==> config.mk <==
export PLATFORM = sky130hd
export DESIGN_NAME = mux_sel_rr
export DESIGN_NICKNAME = d
export VERILOG_FILES = /design/src/rtl/mux_sel_rr.sv
export SDC_FILE = /design/constraint.sdc
export NUM_CORES = 1
export LEC_CHECK = 0
export ABC_AREA = 1
export ABC_CLOCK_PERIOD_IN_PS = 4500
export CAP_MARGIN = 20
export CORE_ASPECT_RATIO = 0.9
export CORE_MARGIN = 10
export CORE_UTILIZATION = 53
export CTS_CLUSTER_DIAMETER = 120
export DETAILED_ROUTE_END_ITERATION = 8
export HOLD_SLACK_MARGIN = 0.15
export PLACE_DENSITY_LB_ADDON = 0.1
export SLEW_MARGIN = 0
export SYNTH_ARGS = -nofsm -noshare
export SYNTH_HDL_FRONTEND = slang
export SYNTH_SLANG_ARGS = --single-unit
==> constraint.sdc <==
create_clock -name clk -period 4.5 [get_ports clk]
set_input_delay 0.9 -clock clk [delete_from_list [all_inputs] [get_ports clk]]
set_output_delay 0.9 -clock clk [all_outputs]
set_load 0.005 [all_outputs]
==> src/rtl/mux_sel_rr.sv <==
// Round-robin select generator for a downstream 4:1 mux.
// Each granted channel is held for DWELL cycles. When the final dwell cycle
// ends, the next requester is granted with no idle gap. The ptr register
// remembers the last grant, so the circular search starts just after it.
module mux_sel_rr #(
    parameter int DWELL = 4
) (
    input  logic       clk,
    input  logic       rst,
    input  logic       en,
    input  logic [4:1] req,
    output logic [2:1] c,
    output logic       sel_valid,
    output logic       sel_done,
    output logic       idle
);

    typedef enum logic {
        IDLE = 1'b0,
        HOLD = 1'b1
    } state_t;

    localparam logic [7:0] CNT_LOAD = 8'(DWELL - 1);

    state_t     state;
    state_t     state_nxt;
    logic [7:0] cnt;
    logic [7:0] cnt_nxt;
    logic [1:0] ptr;
    logic [1:0] ptr_nxt;
    logic [2:1] c_nxt;
    logic [3:0] req_v;
    logic [2:0] pick;

    // Circular search starting one past the last grant. The result is
    // {found, channel}, and found is low only when no request is set.
    function automatic logic [2:0] rr_pick(input logic [1:0] last, input logic [3:0] r);
        logic [1:0] idx;
        logic [2:0] res;
        res = 3'b000;
        for (int k = 1; k <= 4; k++) begin
            idx = last + 2'(k);
            if (!res[2] && r[idx]) begin
                res = {1'b1, idx};
            end
        end
        return res;
    endfunction

    // Re-base req so channel index 0..3 addresses a[1]..a[4].
    assign req_v = req;
    assign pick  = rr_pick(ptr, req_v);

    // Next-state logic. req is only consulted at grant decisions, so a
    // request that drops mid-dwell does not shorten the grant.
    always_comb begin
        state_nxt = state;
        cnt_nxt   = cnt;
        ptr_nxt   = ptr;
        c_nxt     = c;
        case (state)
            IDLE: begin
                if (en && pick[2]) begin
                    state_nxt = HOLD;
                    c_nxt     = pick[1:0];
                    ptr_nxt   = pick[1:0];
                    cnt_nxt   = CNT_LOAD;
                end
            end
            HOLD: begin
                if (!en) begin
                    // Abort: drop the grant at once. ptr keeps the last grant.
                    state_nxt = IDLE;
                    cnt_nxt   = 8'd0;
                end else if (cnt != 8'd0) begin
                    cnt_nxt = cnt - 8'd1;
                end else if (pick[2]) begin
                    c_nxt   = pick[1:0];
                    ptr_nxt = pick[1:0];
                    cnt_nxt = CNT_LOAD;
                end else begin
                    state_nxt = IDLE;
                end
            end
            default: begin
                state_nxt = IDLE;
            end
        endcase
    end

    // State, counter, pointer and select registers. ptr resets to 3 so the
    // first search begins at a[1].
    always_ff @(posedge clk) begin
        if (rst) begin
            state <= IDLE;
            cnt   <= 8'd0;
            ptr   <= 2'b11;
            c     <= 2'b00;
        end else begin
            state <= state_nxt;
            cnt   <= cnt_nxt;
            ptr   <= ptr_nxt;
            c     <= c_nxt;
        end
    end

    // Status outputs are decoded only from registers, so no path from req or en.
    assign sel_valid = (state == HOLD);
    assign idle      = (state == IDLE);
    assign sel_done  = (state == HOLD) && (cnt == 8'd0);

endmodule

Word level (Yosys, flattened, before mapping)
Index checks and enable logic that the tools add are counted.
{"block": "totals", "regBits": 13, "out_inout_bits": 5, "wordCells": 57}
{"block": "op_classes", "n_addsub": 4, "order_cmp": 4, "eq_ne": 5, "muxes": 27, "bitwise_logic": 1, "reduce_logical": 12}
{"operator": "two-way mux 8 bit", "count": 4}
{"operator": "one-hot mux 8 bit (2 select lines)", "count": 1}
{"operator": "< comparator 2 x 3 -> 1 bit, second input constant", "count": 4}
{"operator": "two-way mux 3 bit", "count": 4}
{"operator": "binary-select mux 1 bit (select 2 bit)", "count": 4}
{"operator": "logical NOT 8 bit", "count": 1}
{"operator": "two-way mux 1 bit", "count": 8}
{"operator": "two-way mux 2 bit", "count": 4}
{"operator": "nonzero test 8 bit", "count": 1}
{"operator": "subtractor 8 x 1 -> 8 bit, second input constant", "count": 1}
{"operator": "logical AND 1 bit", "count": 5}
{"operator": "adder 2 bit, second input constant", "count": 2}
{"operator": "!= test 2 x 1 -> 1 bit, second input constant", "count": 2}
{"operator": "!= test 2 bit, second input constant", "count": 2}
{"operator": "!= test 4 x 2 -> 1 bit, second input constant", "count": 1}
{"operator": "one-hot mux 2 bit (2 select lines)", "count": 1}
{"operator": "AND reduction 4 bit", "count": 1}
{"operator": "logical NOT 1 bit", "count": 3}
{"operator": "adder 2 x 1 -> 2 bit, second input constant", "count": 1}
{"operator": "one-hot mux 1 bit (2 select lines)", "count": 1}
{"operator": "AND reduction 2 bit", "count": 1}
{"operator": "inverter 1 bit", "count": 1}

Depth between registers and ports, before layout
Gate-level depths: netlist of run 1.
{"block": "depth", "depth_word": 17, "depth_mapped": 13}

Worst setup path after synthesis of run 1
No wires, ideal clock.
{"block": "synth_path", "path_type": "register to output", "from": "register cnt[0]", "to": "output sel_done", "arrival_time_ps": 1088, "required_time_ps": 3600, "setup_slack_ps": 2512, "stages_incl_launch_ff": 6, "cell_sequence": "dfxtp_1 > inv_1 > ha_1 > nor3b_2 > nand2_1 > nor2_1"}
{"block": "synth_between", "elab_chain_cells": 2}
{"item": "start: declaration", "line_no": "27", "text": "logic [7:0] cnt;"}
{"item": "start signal: assignment", "line_no": "101", "text": "cnt <= cnt_nxt;"}
{"item": "logical NOT 8 bit", "line_no": "110", "text": "assign sel_done = (state == HOLD) && (cnt == 8'd0);"}
{"item": "logical AND 1 bit", "line_no": "110"}
{"item": "end: declaration", "line_no": "14", "text": "output logic sel_done,"}
No other way between the ends.

Final worst setup path of run 1
Same ends and word-level chain as after synthesis.

==> results of run 1 <==
==> worst paths after layout <==
kind / startpoint / end / slack [ps]
hold reg to reg: c[2] / c[2] / 480
hold / removal: c[2] / c[2] / 480
setup reg to reg: cnt[0] / cnt[1] / 2740
setup / recovery: cnt[0] / sel_done / 1550
==> per-stage QoR <==
stage	cells	util [%]
3_5_place_dp	175	64.5
3_3_place_gp	175	64.5
6_report	179	66.0
5_1_grt	179	66.0
4_1_cts	179	66.0
2_1_floorplan	144	-
==> cells by family (layout without fill, tap and decap cells) <==
kind of cell             count (synthesis)  in the layout  share of synthesized area (%)
buffers and inverters                   20             31                           9.11
XOR/XNOR                                 6              6                           5.17
AND/OR/NAND/NOR                         82             82                           45.7
adder cells (fa/ha/maj)                  2              2                           2.46
AO/OA/AOI/OAI                           21             21                           11.9
flip-flops                              13             13                           25.6
==> layout make-up <==
class	instances	area share, %
clock buffers	4	2.27
inverters	16	5.74
multi-input cells	111	57.4
flip-flops and latches	13	22.5
well taps	24	2.60
repair buffers	11	9.52
==> report_power, final <==
group          internal (W)   total, W  switching (W)
Sequential         0.000133   0.000160      0.0000273
Combinational      0.000116   0.000294       0.000178
Clock             0.0000344  0.0000715      0.0000371
Total              0.000283   0.000525       0.000243
==> metal layers <==
metal | share of wire [%] | global-route usage [%]
met1 | 50 | 15.3
met2 | 40 | 15.6
met3 | 8.3 | 4.36
met4 | 1.3 | 3.88
met5 | 0 | 0
==> synth_stat cells (all sizes together) <==
library cell	number	area, sq um
o21ai	7	50.1
xor2	5	43.8
dfxtp	13	260
nand2	43	235
clkbuf	1	3.75
and2	1	7.51
a21oi	13	65.1
nand4	4	25.0
a31oi	1	6.26
nor2	14	71.3
inv	15	61.3
nor3b	1	12.5
clkinv	1	5.00
xnor2	1	8.76
nand3	19	113
buf	3	22.5
ha	2	25.0
==> critical path, cell delays in order, from the launching register on <==
cell,delay (ps)
dfxtp_1,330
inv_1,140
ha_1,170
nor3b_2,240
nand2_1,220
nor2_1,150
clkdlybuf4s50_1,520
==> state kept, by name, summed over array words and instances, names as in the netlist <==
name / count
cnt: 8
ptr: 2
sel_valid: 1
c: 2
==> flow_summary.json, run 1 <==
{
  "status": "complete, no violations",
  "power_density_nw_per_um2": 454,
  "grt_antenna_before_repair": 0,
  "port_buffers": 11,
  "start_util_pct": 58.0,
  "setup_tns_ps": 0,
  "num-fill-cells": 147,
  "ys_ff_latch": 13,
  "final_area_sq_um": 1160,
  "yosysWarningCount": 0,
  "synth_area_sq_um": 1020,
  "dp_slack_ps": 1880,
  "firstDrtPassIters": 4,
  "die-width_um": 66.2,
  "hold_buffers": 0,
  "grt.total_usage_pct": 11.2,
  "gp_congestion": 0.900,
  "whs_ps": 479,
  "drt_wl_total_um": 2180,
  "cts_tree": "built",
  "syn_inst": 144,
  "cp_max_fo": 6,
  "numClockSinks": 13,
  "report.final.slew_viol_count": 0,
  "drtAntennaViolNets": 0,
  "die_area_sq_um": 4070,
  "multi_input_area_sq_um": 663,
  "wl_per_cell_um": 12.2,
  "syn_avg_cell_area_sq_um": 7.06,
  "synth.net_count": 153,
  "vdd_drop_max_v": 0.000286,
  "grt_pass1_vias": 821,
  "path_clk_slew_ps": 70,
  "clk_latency_ps": 280,
  "drv_cap": 0,
  "period_minus_slack_ps": 2950,
  "fmax_mhz": 339,
  "whs_path_depth": 2,
  "cts_root_buf": "clkbuf_4",
  "final_nets": 165,
  "required_ps": 3600,
  "finalSetupViolations": 0,
  "htree_num_levels": 1,
  "num_antenna_cells": 0,
  "placed_area_sq_um": 1130,
  "fp-row-count": 14,
  "pin_count": 12,
  "vias": 938,
  "crit_type": "reg2out",
  "p_leak_nw": 0.535,
  "min_path_type": "reg2reg",
  "drt_iter0_markers": 50,
  "seq_area_frac_synth_pct": 25.6,
  "drive_gt1_share_pct": 18.1,
  "dp_hpwl_um": 1730,
  "layout_common_cells": "nand2_1, nand3_1, inv_1, a21oi_1, dfxtp_1",
  "power.total_w": 0.000525,
  "fin_skew_ps": 0.842,
  "finalHoldViolCount": 0,
  "maxSlewHeadroom_pct": 66.2,
  "rr_worst_depth": 8,
  "drcViolationCount": 0,
  "end_kind": "output port",
  "die_h_um": 61.5,
  "ctsResizeCount": 0,
  "syn2layout_area_growth_pct": 13.8,
  "cts_buffers": 3,
  "ff_latch_area_sq_um": 260,
  "ctsLongestPathBuffers": 2,
  "via_per_inst": 5.24,
  "layout_setup_ws_ps": 1550,
  "finalCritPeriodShare_pct": 65.5,
  "tightest_slew_ps": 505,
  "coreArea_sq_um": 1750,
  "cp.arrival_ps": 2050,
  "rsz0062_at_grt": "no",
  "grt_first_pass_wirelength_um": 3620,
  "grt_start_max_net_pins": 13,
  "grt_overflow": 0,
  "critPathLaunchType": "flop",
  "synth_cell_types": 31,
  "layout_commonest_cell": "nand2_1",
  "post_cts_buffers": 0
}
(Power assumes the default switching activity.)
==> run 2, diff against run 1 <==
ABC_CLOCK_PERIOD_IN_PS = 3000   (was 4500)
clock period = 3 ns   (was 4.5 ns; I/O delays follow)
==> flow_summary.json, run 2 (synthesized netlist as in run 1, its figures left out) <==
{
  "status": "complete, no violations",
  "grt_antenna_before_repair": 0,
  "fmax_mhz": 378,
  "ctsLongestPathBuffers": 2,
  "grt_overflow": 0,
  "end_kind": "output port",
  "grt_first_pass_wirelength_um": 3770,
  "via_per_inst": 5.32,
  "globalRouteMet1Util_pct": 15.6,
  "vias": 957,
  "syn2layout_area_growth_pct": 14.5,
  "use_met3_pct": 4.72,
  "finalHoldViolCount": 0,
  "drt_wl_total_um": 2190,
  "internal_power_w": 0.000424,
  "layout_commonest_cell": "nand2_1",
  "whs_ps": 471,
  "wl_per_cell_um": 12.2,
  "cts_tree": "built",
  "grt.total_usage_pct": 11.7,
  "pwr-share-seq_pct": 30.1,
  "gr-usage-met2_pct": 17.1,
  "die_h_um": 61.5,
  "busiest_layer": "met2",
  "start_util_pct": 58.0,
  "hold_buffers": 0,
  "final_nets": 166,
  "drv_cap": 0,
  "drcViolationCount": 0,
  "rsz0062_at_grt": "no",
  "top_register": "cnt",
  "p_sw_share_pct": 46.2,
  "cts_buffers": 3,
  "post_cts_buffers": 0,
  "crit_type": "reg2out",
  "die-width_um": 66.2,
  "cts_root_buf": "clkbuf_4",
  "fp-row-count": 14,
  "largestRegisters": "cnt x8, c x2, ptr x2",
  "min_path_type": "reg2reg",
  "grt_start_max_net_pins": 13,
  "path_clk_slew_ps": 70,
  "critPathLaunchType": "flop",
  "final_util_pct": 66.4,
  "dp_hpwl_um": 1830,
  "drt_iter0_markers": 44,
  "setup_tns_ps": 0,
  "finalCritPeriodShare_pct": 88.2,
  "vdd_drop_max_v": 0.000498,
  "ctsResizeCount": 0,
  "die_area_sq_um": 4070,
  "cp_max_fo": 6,
  "maxSlewHeadroom_pct": 68.2,
  "fin_skew_ps": 8.08,
  "clk_latency_ps": 270,
  "drive_gt1_share_pct": 18.6,
  "finalSetupViolations": 0,
  "layout_common_cells": "nand2_1, nand3_1, inv_1, a21oi_1, dfxtp_1",
  "htree_num_levels": 1,
  "gp_congestion": 0.886,
  "report.final.slew_viol_count": 0,
  "instances_no_fill": 180,
  "port_buffers": 11,
  "p_comb_share_pct": 56.3,
  "pwr-share-clk_pct": 13.5,
  "required_ps": 2400,
  "grt_pass1_vias": 848,
  "p_leak_nw": 0.540,
  "num_antenna_cells": 0,
  "dp_cells": 176,
  "coreArea_sq_um": 1750,
  "power_density_nw_per_um2": 678,
  "pin_count": 12,
  "drtAntennaViolNets": 0,
  "largest_reg_flops": 8,
  "period_minus_slack_ps": 2650,
  "numClockSinks": 13,
  "tightest_slew_ps": 476,
  "firstDrtPassIters": 4,
  "switchingPower_w": 0.000364,
  "cp.arrival_ps": 2050
}
-- run 2: path summary, 6_finish.rpt --
path,startpoint,to,slack (ps),depth (start not counted)
worst max-delay path,cnt[0],sel_done,350,6
worst min-delay path,c[2],c[2],470,2
worst max register to register,cnt[0],cnt[0],1210,8
worst min register to register,c[2],c[2],470,2
-- run 2: per-layer routing --
layer | share of wire [%] | wire length, um
met4 | 0.77 | 17
met2 | 43 | 945
met5 | 0 | 0
met3 | 11 | 249
met1 | 45 | 982
-- run 2: power groups by stage --
| stage | combinational [W] | sequential (W) | clock (W) |
|---|---|---|---|
| 2_1_floorplan | 0.000373 | 0.000222 | 0 |
| 3_3_place_gp | 0.000436 | 0.000240 | 0 |
| 3_5_place_dp | 0.000445 | 0.000241 | 0 |
| 4_1_cts | 0.000448 | 0.000237 | 0.000111 |
| 5_1_grt | 0.000502 | 0.000242 | 0.000117 |
| 6_report | 0.000444 | 0.000238 | 0.000107 |
-- run 2: area by class of cell --
type,count,area (sq um)
multi-input cells,111,663
fillers,149,588
flip-flops and latches,13,260
repair buffers,12,118
inverters,16,66.3
well taps,24,30.0
clock buffers,4,26.3
-- run 2: per-stage QoR --
step	total power, W	setup slack, ps	cell area (sq um)
2_1_floorplan	0.000595	1310	1020
3_3_place_gp	0.000675	733	1140
3_5_place_dp	0.000686	653	1140
4_1_cts	0.000795	349	1160
5_1_grt	0.000861	191	1160
6_report	0.000788	353	1160
-- run 2: critical path, cell delays in order, from the launching register on --
cell	delay [ps]
dfxtp_1	330
inv_1	130
ha_1	160
nor3b_2	270
nand2_1	240
nor2_1	130
clkdlybuf4s50_1	530
